## src/rtl/compound_op_pkg.sv

```systemverilog
// Shared types for the compound-assignment accumulator.
//   op_e            : 4-bit command opcode (13..15 are reserved no-ops)
//   state_e         : control FSM states
//   OP_RESERVED_MIN : first reserved opcode value
package compound_op_pkg;

  typedef enum logic [3:0] {
    OP_LOAD = 4'd0,
    OP_ADD  = 4'd1,
    OP_SUB  = 4'd2,
    OP_MUL  = 4'd3,
    OP_DIV  = 4'd4,
    OP_MOD  = 4'd5,
    OP_AND  = 4'd6,
    OP_OR   = 4'd7,
    OP_XOR  = 4'd8,
    OP_SHL  = 4'd9,
    OP_SHR  = 4'd10,
    OP_ASHL = 4'd11,
    OP_ASHR = 4'd12
  } op_e;

  typedef enum logic [1:0] {
    IDLE = 2'd0,
    DIV  = 2'd1,
    WB   = 2'd2
  } state_e;

  localparam logic [3:0] OP_RESERVED_MIN = 4'd13;

endpackage

```

## src/rtl/serial_divider.sv

```systemverilog
// Unsigned restoring divider, one quotient bit per clock.
//   clk, rst            : clock, synchronous active-high reset
//   start               : load dividend/divisor and begin WIDTH iterations
//   dividend, divisor   : operands sampled on start
//   done                : high during the cycle of the final iteration;
//                         quotient/remainder are valid after that edge
//   quotient, remainder : results (registered)
module serial_divider #(
  parameter int unsigned WIDTH = 8
) (
  input  logic             clk,
  input  logic             rst,
  input  logic             start,
  input  logic [WIDTH-1:0] dividend,
  input  logic [WIDTH-1:0] divisor,
  output logic             done,
  output logic [WIDTH-1:0] quotient,
  output logic [WIDTH-1:0] remainder
);

  localparam int unsigned CNT_W = $clog2(WIDTH + 1);

  logic [WIDTH-1:0] dsr_q;
  logic [CNT_W-1:0] cnt_q;
  logic [WIDTH:0]   partial;
  logic [WIDTH:0]   diff;
  logic             fits;

  // One restoring step: shift in next dividend bit, subtract if it fits.
  always_comb begin
    partial = {remainder, quotient[WIDTH-1]};
    diff    = partial - {1'b0, dsr_q};
    fits    = ~diff[WIDTH];
  end

  // Quotient shares the shift register with the remaining dividend bits.
  always_ff @(posedge clk) begin
    if (rst) begin
      quotient  <= '0;
      remainder <= '0;
      dsr_q     <= '0;
      cnt_q     <= '0;
      done      <= 1'b0;
    end else if (start) begin
      quotient  <= dividend;
      remainder <= '0;
      dsr_q     <= divisor;
      cnt_q     <= CNT_W'(WIDTH);
      done      <= 1'b0;
    end else if (cnt_q != '0) begin
      remainder <= fits ? diff[WIDTH-1:0] : partial[WIDTH-1:0];
      quotient  <= {quotient[WIDTH-2:0], fits};
      cnt_q     <= cnt_q - CNT_W'(1);
      done      <= (cnt_q == CNT_W'(2));
    end
  end

endmodule

```

## src/rtl/compound_op_accumulator.sv

```systemverilog
// Accumulator executing one compound-assignment op per accepted command.
//   clk, rst   : clock, synchronous active-high reset
//   in_valid   : command valid; accepted when in_ready is also high
//   in_ready   : block can accept a command (low while a divide runs)
//   in_op      : opcode (op_e), in_operand : right-hand operand
//   acc        : accumulator value
//   out_valid  : one-cycle pulse, acc holds the last command's result
//   div0       : one-cycle pulse with out_valid on divide/modulo by zero
module compound_op_accumulator
  import compound_op_pkg::*;
#(
  parameter int unsigned WIDTH = 8
) (
  input  logic             clk,
  input  logic             rst,
  input  logic             in_valid,
  output logic             in_ready,
  input  logic [3:0]       in_op,
  input  logic [WIDTH-1:0] in_operand,
  output logic [WIDTH-1:0] acc,
  output logic             out_valid,
  output logic             div0
);

  state_e           state_q, state_d;
  logic [WIDTH-1:0] acc_d;
  logic             out_valid_d, div0_d, in_ready_d;
  logic             is_mod_q, is_mod_d;
  logic             accept, is_div, div_zero, shift_big;
  logic [WIDTH-1:0] alu_res;
  logic             div_start, div_done;
  logic [WIDTH-1:0] div_quo, div_rem;

  assign accept    = in_valid && in_ready;
  assign is_div    = (in_op == OP_DIV) || (in_op == OP_MOD);
  assign div_zero  = (in_operand == '0);
  assign shift_big = (in_operand >= WIDTH'(WIDTH));

  // Single-cycle datapath; DIV/MOD here only cover the zero-divisor case.
  always_comb begin
    alu_res = acc;
    if (in_op < OP_RESERVED_MIN) begin
      case (in_op)
        OP_LOAD:         alu_res = in_operand;
        OP_ADD:          alu_res = acc + in_operand;
        OP_SUB:          alu_res = acc - in_operand;
        OP_MUL:          alu_res = acc * in_operand;
        OP_DIV:          alu_res = '1;
        OP_MOD:          alu_res = acc;
        OP_AND:          alu_res = acc & in_operand;
        OP_OR:           alu_res = acc | in_operand;
        OP_XOR:          alu_res = acc ^ in_operand;
        OP_SHL, OP_ASHL: alu_res = shift_big ? '0 : (acc << in_operand);
        OP_SHR:          alu_res = shift_big ? '0 : (acc >> in_operand);
        OP_ASHR:         alu_res = shift_big ? {WIDTH{acc[WIDTH-1]}}
                                             : WIDTH'($signed(acc) >>> in_operand);
        default:         alu_res = acc;
      endcase
    end
  end

  // Next-state and registered-output logic.
  always_comb begin
    state_d     = state_q;
    acc_d       = acc;
    out_valid_d = 1'b0;
    div0_d      = 1'b0;
    div_start   = 1'b0;
    is_mod_d    = is_mod_q;
    case (state_q)
      IDLE: begin
        if (accept) begin
          if (is_div && !div_zero) begin
            div_start = 1'b1;
            is_mod_d  = (in_op == OP_MOD);
            state_d   = DIV;
          end else begin
            acc_d       = alu_res;
            out_valid_d = 1'b1;
            div0_d      = is_div;
          end
        end
      end
      // done marks the final iteration, so WB sees settled results.
      DIV: begin
        if (div_done) state_d = WB;
      end
      WB: begin
        acc_d       = is_mod_q ? div_rem : div_quo;
        out_valid_d = 1'b1;
        state_d     = IDLE;
      end
      default: state_d = IDLE;
    endcase
    in_ready_d = (state_d == IDLE);
  end

  always_ff @(posedge clk) begin
    if (rst) begin
      state_q   <= IDLE;
      acc       <= '0;
      out_valid <= 1'b0;
      div0      <= 1'b0;
      in_ready  <= 1'b1;
      is_mod_q  <= 1'b0;
    end else begin
      state_q   <= state_d;
      acc       <= acc_d;
      out_valid <= out_valid_d;
      div0      <= div0_d;
      in_ready  <= in_ready_d;
      is_mod_q  <= is_mod_d;
    end
  end

  serial_divider #(.WIDTH(WIDTH)) u_div (
    .clk       (clk),
    .rst       (rst),
    .start     (div_start),
    .dividend  (acc),
    .divisor   (in_operand),
    .done      (div_done),
    .quotient  (div_quo),
    .remainder (div_rem)
  );

endmodule
```

## config.mk

```make
export PLATFORM = sky130hd
export DESIGN_NAME = compound_op_accumulator
export DESIGN_NICKNAME = d
export VERILOG_FILES = /design/src/rtl/compound_op_pkg.sv /design/src/rtl/serial_divider.sv /design/src/rtl/compound_op_accumulator.sv
export SDC_FILE = /design/constraint.sdc
export NUM_CORES = 1
export LEC_CHECK = 0
export ABC_AREA = 1
export CAP_MARGIN = 0
export CORE_MARGIN = 2
export CORE_UTILIZATION = 40
export DETAILED_ROUTE_END_ITERATION = 8
export RECOVER_POWER = 100
export SYNTH_ARGS = -nofsm -noshare
export SYNTH_HDL_FRONTEND = slang
export SYNTH_SLANG_ARGS = --single-unit
export TNS_END_PERCENT = 10
```

## constraint.sdc

```tcl
create_clock -name clk -period 11.2 [get_ports clk]
set_input_delay 2.24 -clock clk [delete_from_list [all_inputs] [get_ports clk]]
set_output_delay 2.24 -clock clk [all_outputs]
set_load 0.01 [all_outputs]
```

==> results of run 1 <==
-- placed cells by master (no fill, tap or decap), types with 2 or more instances in the layout --
cell type        netlist  routed
a21oi_1               78      79
o2111ai_1              2       2
clkdlybuf4s50_1        0      12
clkbuf_16              0       5
nor2_1                62      62
dlygate4sd3_1          0      13
nand3b_1               2       2
o21ai_2                6       6
clkinv_1               3       3
nand3_1               55      55
a221oi_1               2       2
inv_2                  8       8
nand4_1                9       9
ha_1                  50      50
a31oi_1                6       7
nor3_1                 9       9
xor2_1                 9       9
o21ai_0               50      53
buf_4                  2       3
nand2_1              229     230
nor2_4                 3       3
o31ai_1                2       2
fa_1                  14      14
dfxtp_1               43      43
o21ai_1               10       7
nor2_2                 3       3
a21oi_2                2       2
o211ai_1               9       9
inv_1                141     141
o22ai_1                3       3
or2_2                  6       6
nand2_2                4       3
xnor2_1                4       4
o21a_1                 2       2
-- registers in the layout, indices dropped and copies added (netlist names) --
register and count:
div0 1, u_div.done 1, is_mod_q 1, in_ready 1
state_q 2, u_div.cnt_q 4, u_div.quotient 8, u_div.dsr_q 8
out_valid 1, acc 8, u_div.remainder 8
-- worst max path at each step --
stage	endpoint	slack, ps	cells after the start
finish	acc[7]	4930	18
global route	acc[7]	4600	18
CTS	acc[7]	4960	18
detailed placement	acc[7]	4650	18
global placement	acc[7]	4740	18
floorplan	acc[7]	5280	19
-- power breakdown --
group          switching, mW  leakage, nW  internal (mW)
combinational          0.267         2.50          0.148
sequential            0.0273        0.352          0.179
clock                 0.0614       0.0868          0.111
-- Yosys cell counts, types with 4 or more instances --
cell,number,area (um^2)
buf_2,10,50.05
o211ai_1,9,67.56
or2_2,6,37.54
nand3_1,55,275.3
xor2_1,9,78.83
o21ai_0,50,250.2
xnor2_1,4,35.03
inv_2,8,30.03
ha_1,50,625.6
o21ai_1,10,50.05
dfxtp_1,43,860.8
nand4_1,9,56.30
clkbuf_1,9,33.78
inv_1,141,529.3
nand2_1,229,859.6
nor2_1,62,232.7
o21ai_2,6,52.55
nor3_1,9,45.04
a31oi_1,6,37.54
nand2_2,4,25.02
fa_1,14,280.3
a21oi_1,78,390.4
-- cell families (layout without fill, tap and decap cells) --
group | after synthesis | after routing | synth area share, %
flops | 43 | 43 | 16.46
buf+inv | 178 | 189 | 13.32
xor+xnor | 13 | 13 | 2.177
fa+ha+maj | 64 | 64 | 17.32
simple gates | 387 | 387 | 31.33
compound gates | 177 | 177 | 19.40
-- through the flow --
| stage | total power [mW] | std cells | setup WS, ps |
|---|---|---|---|
| finish | 0.7931 | 1045 | 4926 |
| CTS | 0.7969 | 1045 | 4957 |
| floorplan | 0.5221 | 862 | 5282 |
| global route | 0.8715 | 1045 | 4602 |
| detailed placement | 0.6210 | 1037 | 4646 |
| global placement | 0.6224 | 1037 | 4744 |
-- critical path, cell delays in order --
cell and delay (ps):
dlygate4sd3_1 820, nand2_1 150, fa_1 480, fa_1 540, inv_1 50, fa_1 470
inv_1 50, fa_1 530, inv_1 50, ha_1 320, a21o_1 160, a31oi_1 180
inv_1 60, nand3_1 80, nand3_1 80, nand3_1 80, nand2_1 60, a21oi_1 110
-- routing by layer --
metal	track usage (%)	up-vias	part of all wire, %
met1	31.55	2452	47
met2	35.69	194	43
met4	9.337	0	3.9
met3	3.427	53	6.2
li1	-	2794	-
met5	0	-	0
-- cell type report --
cell class | instances | area, um^2
Inverter | 152 | 570.5
Sequential cell | 43 | 860.8
Tap cell | 172 | 215.2
Timing Repair Buffer | 29 | 276.5
Multi-Input combinational cell | 641 | 3645
Clock buffer | 6 | 138.9
Clock inverter | 2 | 35.03
Fill cell | 1367 | 6929
==> summary.md, run 1 <==
| Metric | Value |
|---|---|
| Worst clock skew | `4.629 ps` |
| Buffer count from post-CTS setup fixing | `0` |
| Hold wc startpoint | `u_div.dsr_q[6]` |
| Antenna diode count | `0` |
| Hold Crit Class | `reg2reg` |
| Routed via count | `around 5.5k` |
| WHS Endpoint | `u_div.dsr_q[6]` |
| Final Hold Vio Count | `0` |
| Lkg Pwr | `roughly 2.9 nW` |
| Status | `finished clean` |
| Worst-path clk slew | `around 60 ps` |
| FF+latch count, synth | `43` |
| First-pass GRT wire length | `25.88 mm` |
| Hold Crit Depth | `2` |
| Pre-antenna DRT Iters | `6` |
| Crit path kind | `in2reg` |
| Min Hold Slack | `462.2 ps` |
| Design area | `5742 um^2` |
| CP required | `between 10000 and 15000 ps` |
| Synth Instances | `approximately 860` |
| Resized cells post-CTS | `0` |
| Core Util, Final | `45.31%` |
| Pwr Density | `roughly 140 nW/um^2` |
| Drt drc | `0` |
| CTS buffer count | `5` |
| Ys Warns | `0` |
| # setup viols final | `0` |
| DRT antenna net count | `0` |
| CTS Hold Bufs | `0` |
| Num rows | `41` |
| R2r endpoint | `acc[7]` |
| Critical Path Start | `in_operand[4]` |
| Worst VDD drop | `0.06068 mV` |
| Max_slew headroom | `31.27%` |
| CTS Sinks | `43` |
| Crit path max fanout | `9` |
| Synthesized area | `5231 um^2` |
| Area delta synth->final | `9.758%` |
| Dpl hpwl | `12.39 mm` |
| Share of layout cells above drive strength 1 | `5.155%` |
| R2R Setup Slk | `6960 ps` |
| Vias in the first global route | `5007` |
| RR Startpoint | `acc[1]` |
| Die width | `118.4 um` |
| Clock buffer depth | `2` |
| Total global routing overflow | `0` |
| Max-cap violation count | `0` |
| Core area | `12670 um^2` |
| Global-route usage over all layers | `22.92%` |
| Max frequency | `0.1594 GHz` |
| Post-route minimum period | `6274 ps` |
| Pin slew with the least headroom to its limit | `1027 ps` |
| Startpoint Class | `input pin` |
| Final critical-path share of the clock period | `56.01%` |
| Initial antenna violation count | `0` |
| Skew-Pair Late Insertion Delay | `about 290 ps` |
| Crit. End Element | `flip-flop` |
| Largest net degree at the start of global routing | `28` |
| Final RePlAce weighted congestion | `0.9461` |
| Reg2Reg Depth | `17` |
| Htree depth | `2` |
| Vias per std cell | `5.256` |
| Die area | `14010 um^2` |
| CTS tree | `built` |
| Die Height | `118.4 um` |
| Cell Area, Placed | `~5600 um^2` |
| Syn_nets | `about 940` |
| Syn_area_per_cell | `6.069 um^2` |
| Critical Path AT | `approximately 6500 ps` |
| Post-synth top flop | `dfxtp_1` |
| IO Pins | `26` |
| Starting density of the core | `41.29%` |
| Post-synth EDFFs | `0` |
| Count of input and output buffers | `25` |
| Synth async-reset ratio | `0%` |
| Post-synthesis cell type count | `46` |
| TNS Setup | `0 ps` |
| 1st-iter DRT viols | `541` |
| RSZ-0062 raised after global routing | `false` |
| Clock root cell | `clkbuf_16` |
| Post-Route WL | `between 15 and 20 mm` |
| Seq/Total Area, Yosys | `16.46%` |
| Final slew viol count | `0` |
| Layout Nets | `951` |
| Average wire per standard cell | `15.23 um` |
Power figures use the tool's default switching activity.
==> run 2: changes to the inputs <==
Clock period 11.2 ns to 5.7 ns, I/O delays scaled along.
==> summary.md, run 2 (synthesized netlist as in run 1, its figures left out) <==
| Metric | Value |
|---|---|
| Dpl ws | `334.6 ps` |
| Commonest cells after routing, fill and taps aside | `nand2_1 (231), inv_1 (142), a21oi_1 (79), nor2_1 (63), nand3_1 (55)` |
| Post-route minimum period | `5137 ps` |
| Status | `finished clean` |
| Count of input and output buffers | `25` |
| DRT antenna net count | `0` |
| Hold Crit Class | `reg2reg` |
| Htree depth | `2` |
| RSZ-0062 raised after global routing | `false` |
| 1st-iter DRT viols | `381` |
| Die Height | `118.4 um` |
| Clock buffer depth | `2` |
| Post-Route WL | `16.28 mm` |
| Crit path kind | `in2reg` |
| Layout Nets | `between 900 and 1k` |
| Largest net degree at the start of global routing | `27` |
| Max frequency | `0.1947 GHz` |
| Final Power | `1.519 mW` |
| Final slew viol count | `0` |
| Setup ws final | `roughly 560 ps` |
| Total global routing overflow | `0` |
| CTS buffer count | `5` |
| Antenna diode count | `0` |
| Area delta synth->final | `10.09%` |
| Crit path max fanout | `8` |
| Clock root cell | `clkbuf_16` |
| Global-route usage over all layers | `23.44%` |
| Crit. End Element | `flip-flop` |
| WHS Endpoint | `u_div.dsr_q[7]` |
| Share of layout cells above drive strength 1 | `5.335%` |
| Hold Crit Depth | `2` |
| CP required | `5920 ps` |
| # setup viols final | `0` |
| CTS Sinks | `43` |
| Core Util, Final | `between 40% and 50%` |
| Worst clock skew | `between 8 and 9 ps` |
| RR Startpoint | `acc[0]` |
| TNS Setup | `0 ps` |
| R2r endpoint | `acc[5]` |
| Leading cell type in the layout, fill and taps excluded | `nand2_1` |
| Vias in the first global route | `5041` |
| CTS tree | `built` |
| Critical Path AT | `5350 ps` |
| Cell Area, Placed | `between 5000 and 6000 um^2` |
| Worst-path clk slew | `approximately 60 ps` |
| Hold wc startpoint | `u_div.dsr_q[7]` |
| Skew-Pair Late Insertion Delay | `290 ps` |
| Die width | `118.4 um` |
| Pin slew with the least headroom to its limit | `983.2 ps` |
| Worst VDD drop | `0.1317 mV` |
| Vias per std cell | `between 5 and 6` |
| Max_slew headroom | `34.21%` |
| CTS Hold Bufs | `0` |
| Placed Instances | `1045` |
| Startpoint Class | `input pin` |
| Initial antenna violation count | `0` |
| Lkg Pwr | `2.949 nW` |
| Min Hold Slack | `461.4 ps` |
| FILL cells | `1414` |
| Average wire per standard cell | `around 15 um` |
| Die area | `14010 um^2` |
| Num rows | `41` |
| Final RePlAce weighted congestion | `a little under 1` |
| First-pass GRT wire length | `around 26 mm` |
| Max-cap violation count | `0` |
| Buffer count from post-CTS setup fixing | `0` |
| Resized cells post-CTS | `0` |
| Core area | `~13000 um^2` |
| IO Pins | `26` |
| Final critical-path share of the clock period | `around nine tenths` |
| Final Hold Vio Count | `0` |
| Final Non-Filler Cells | `1053` |
| Dpl hpwl | `12.70 mm` |
| Starting density of the core | `just over 40%` |
| Routed via count | `5422` |
| Design area | `5759 um^2` |
| Drt drc | `0` |
| R2R Setup Slk | `1320 ps` |
| Reg2Reg Depth | `19` |
| Pre-antenna DRT Iters | `5` |
| Pwr Density | `263.8 nW/um^2` |
-- run 2: worst max-delay path by stage --
stage                        end     startpoint  slack (ps)
after floorplan           acc[7]  in_operand[2]         880
after global placement    acc[7]  in_operand[3]         430
after detailed placement  acc[7]  in_operand[3]         330
after CTS                 acc[7]  in_operand[3]         640
after global routing      acc[7]  in_operand[3]         350
final                     acc[7]  in_operand[3]         560
-- run 2: power breakdown --
group	internal, mW	total, mW	switching, mW
Sequential	0.351	0.398	0.0471
Combinational	0.295	0.827	0.531
Clock	0.164	0.294	0.130
-- run 2: layer usage --
metal	global-route usage, %	vias to the layer above	part of all wire, %
li1	-	2801	-
met1	32.50	2446	47
met2	37.50	143	45
met3	2.510	32	5.3
met4	8.509	0	3.1
met5	0	-	0
-- run 2: cell type report --
cell class / count / area (um^2) / area share [%]
Timing Repair Buffer: 37 / 329.1 / 5.714
Multi-Input combinational cell: 641 / 3635 / 63.11
Sequential cell: 43 / 860.8 / 14.95
Tap cell: 172 / 215.2 / 3.737
Clock buffer: 5 / 125.1 / 2.172
Inverter: 152 / 570.5 / 9.907
Clock inverter: 3 / 23.77 / 0.4128
-- run 2: critical path, cell delays in order --
cell	delay, ps
dlygate4sd3_1	810
ha_1	220
inv_1	60
fa_1	500
inv_1	40
ha_1	290
fa_1	540
inv_1	50
fa_1	530
inv_1	40
ha_1	320
a21o_1	170
a31oi_1	180
inv_1	60
nand3_1	80
nand3_1	80
nand3_1	70
nand2_1	60
a21oi_1	120
==> run 3: changes to the inputs <==
Settings changed: CTS_CLUSTER_DIAMETER from default to 30.
==> results of run 3 <==
No change in the layout: final DEF, timing and power equal those of run 2.
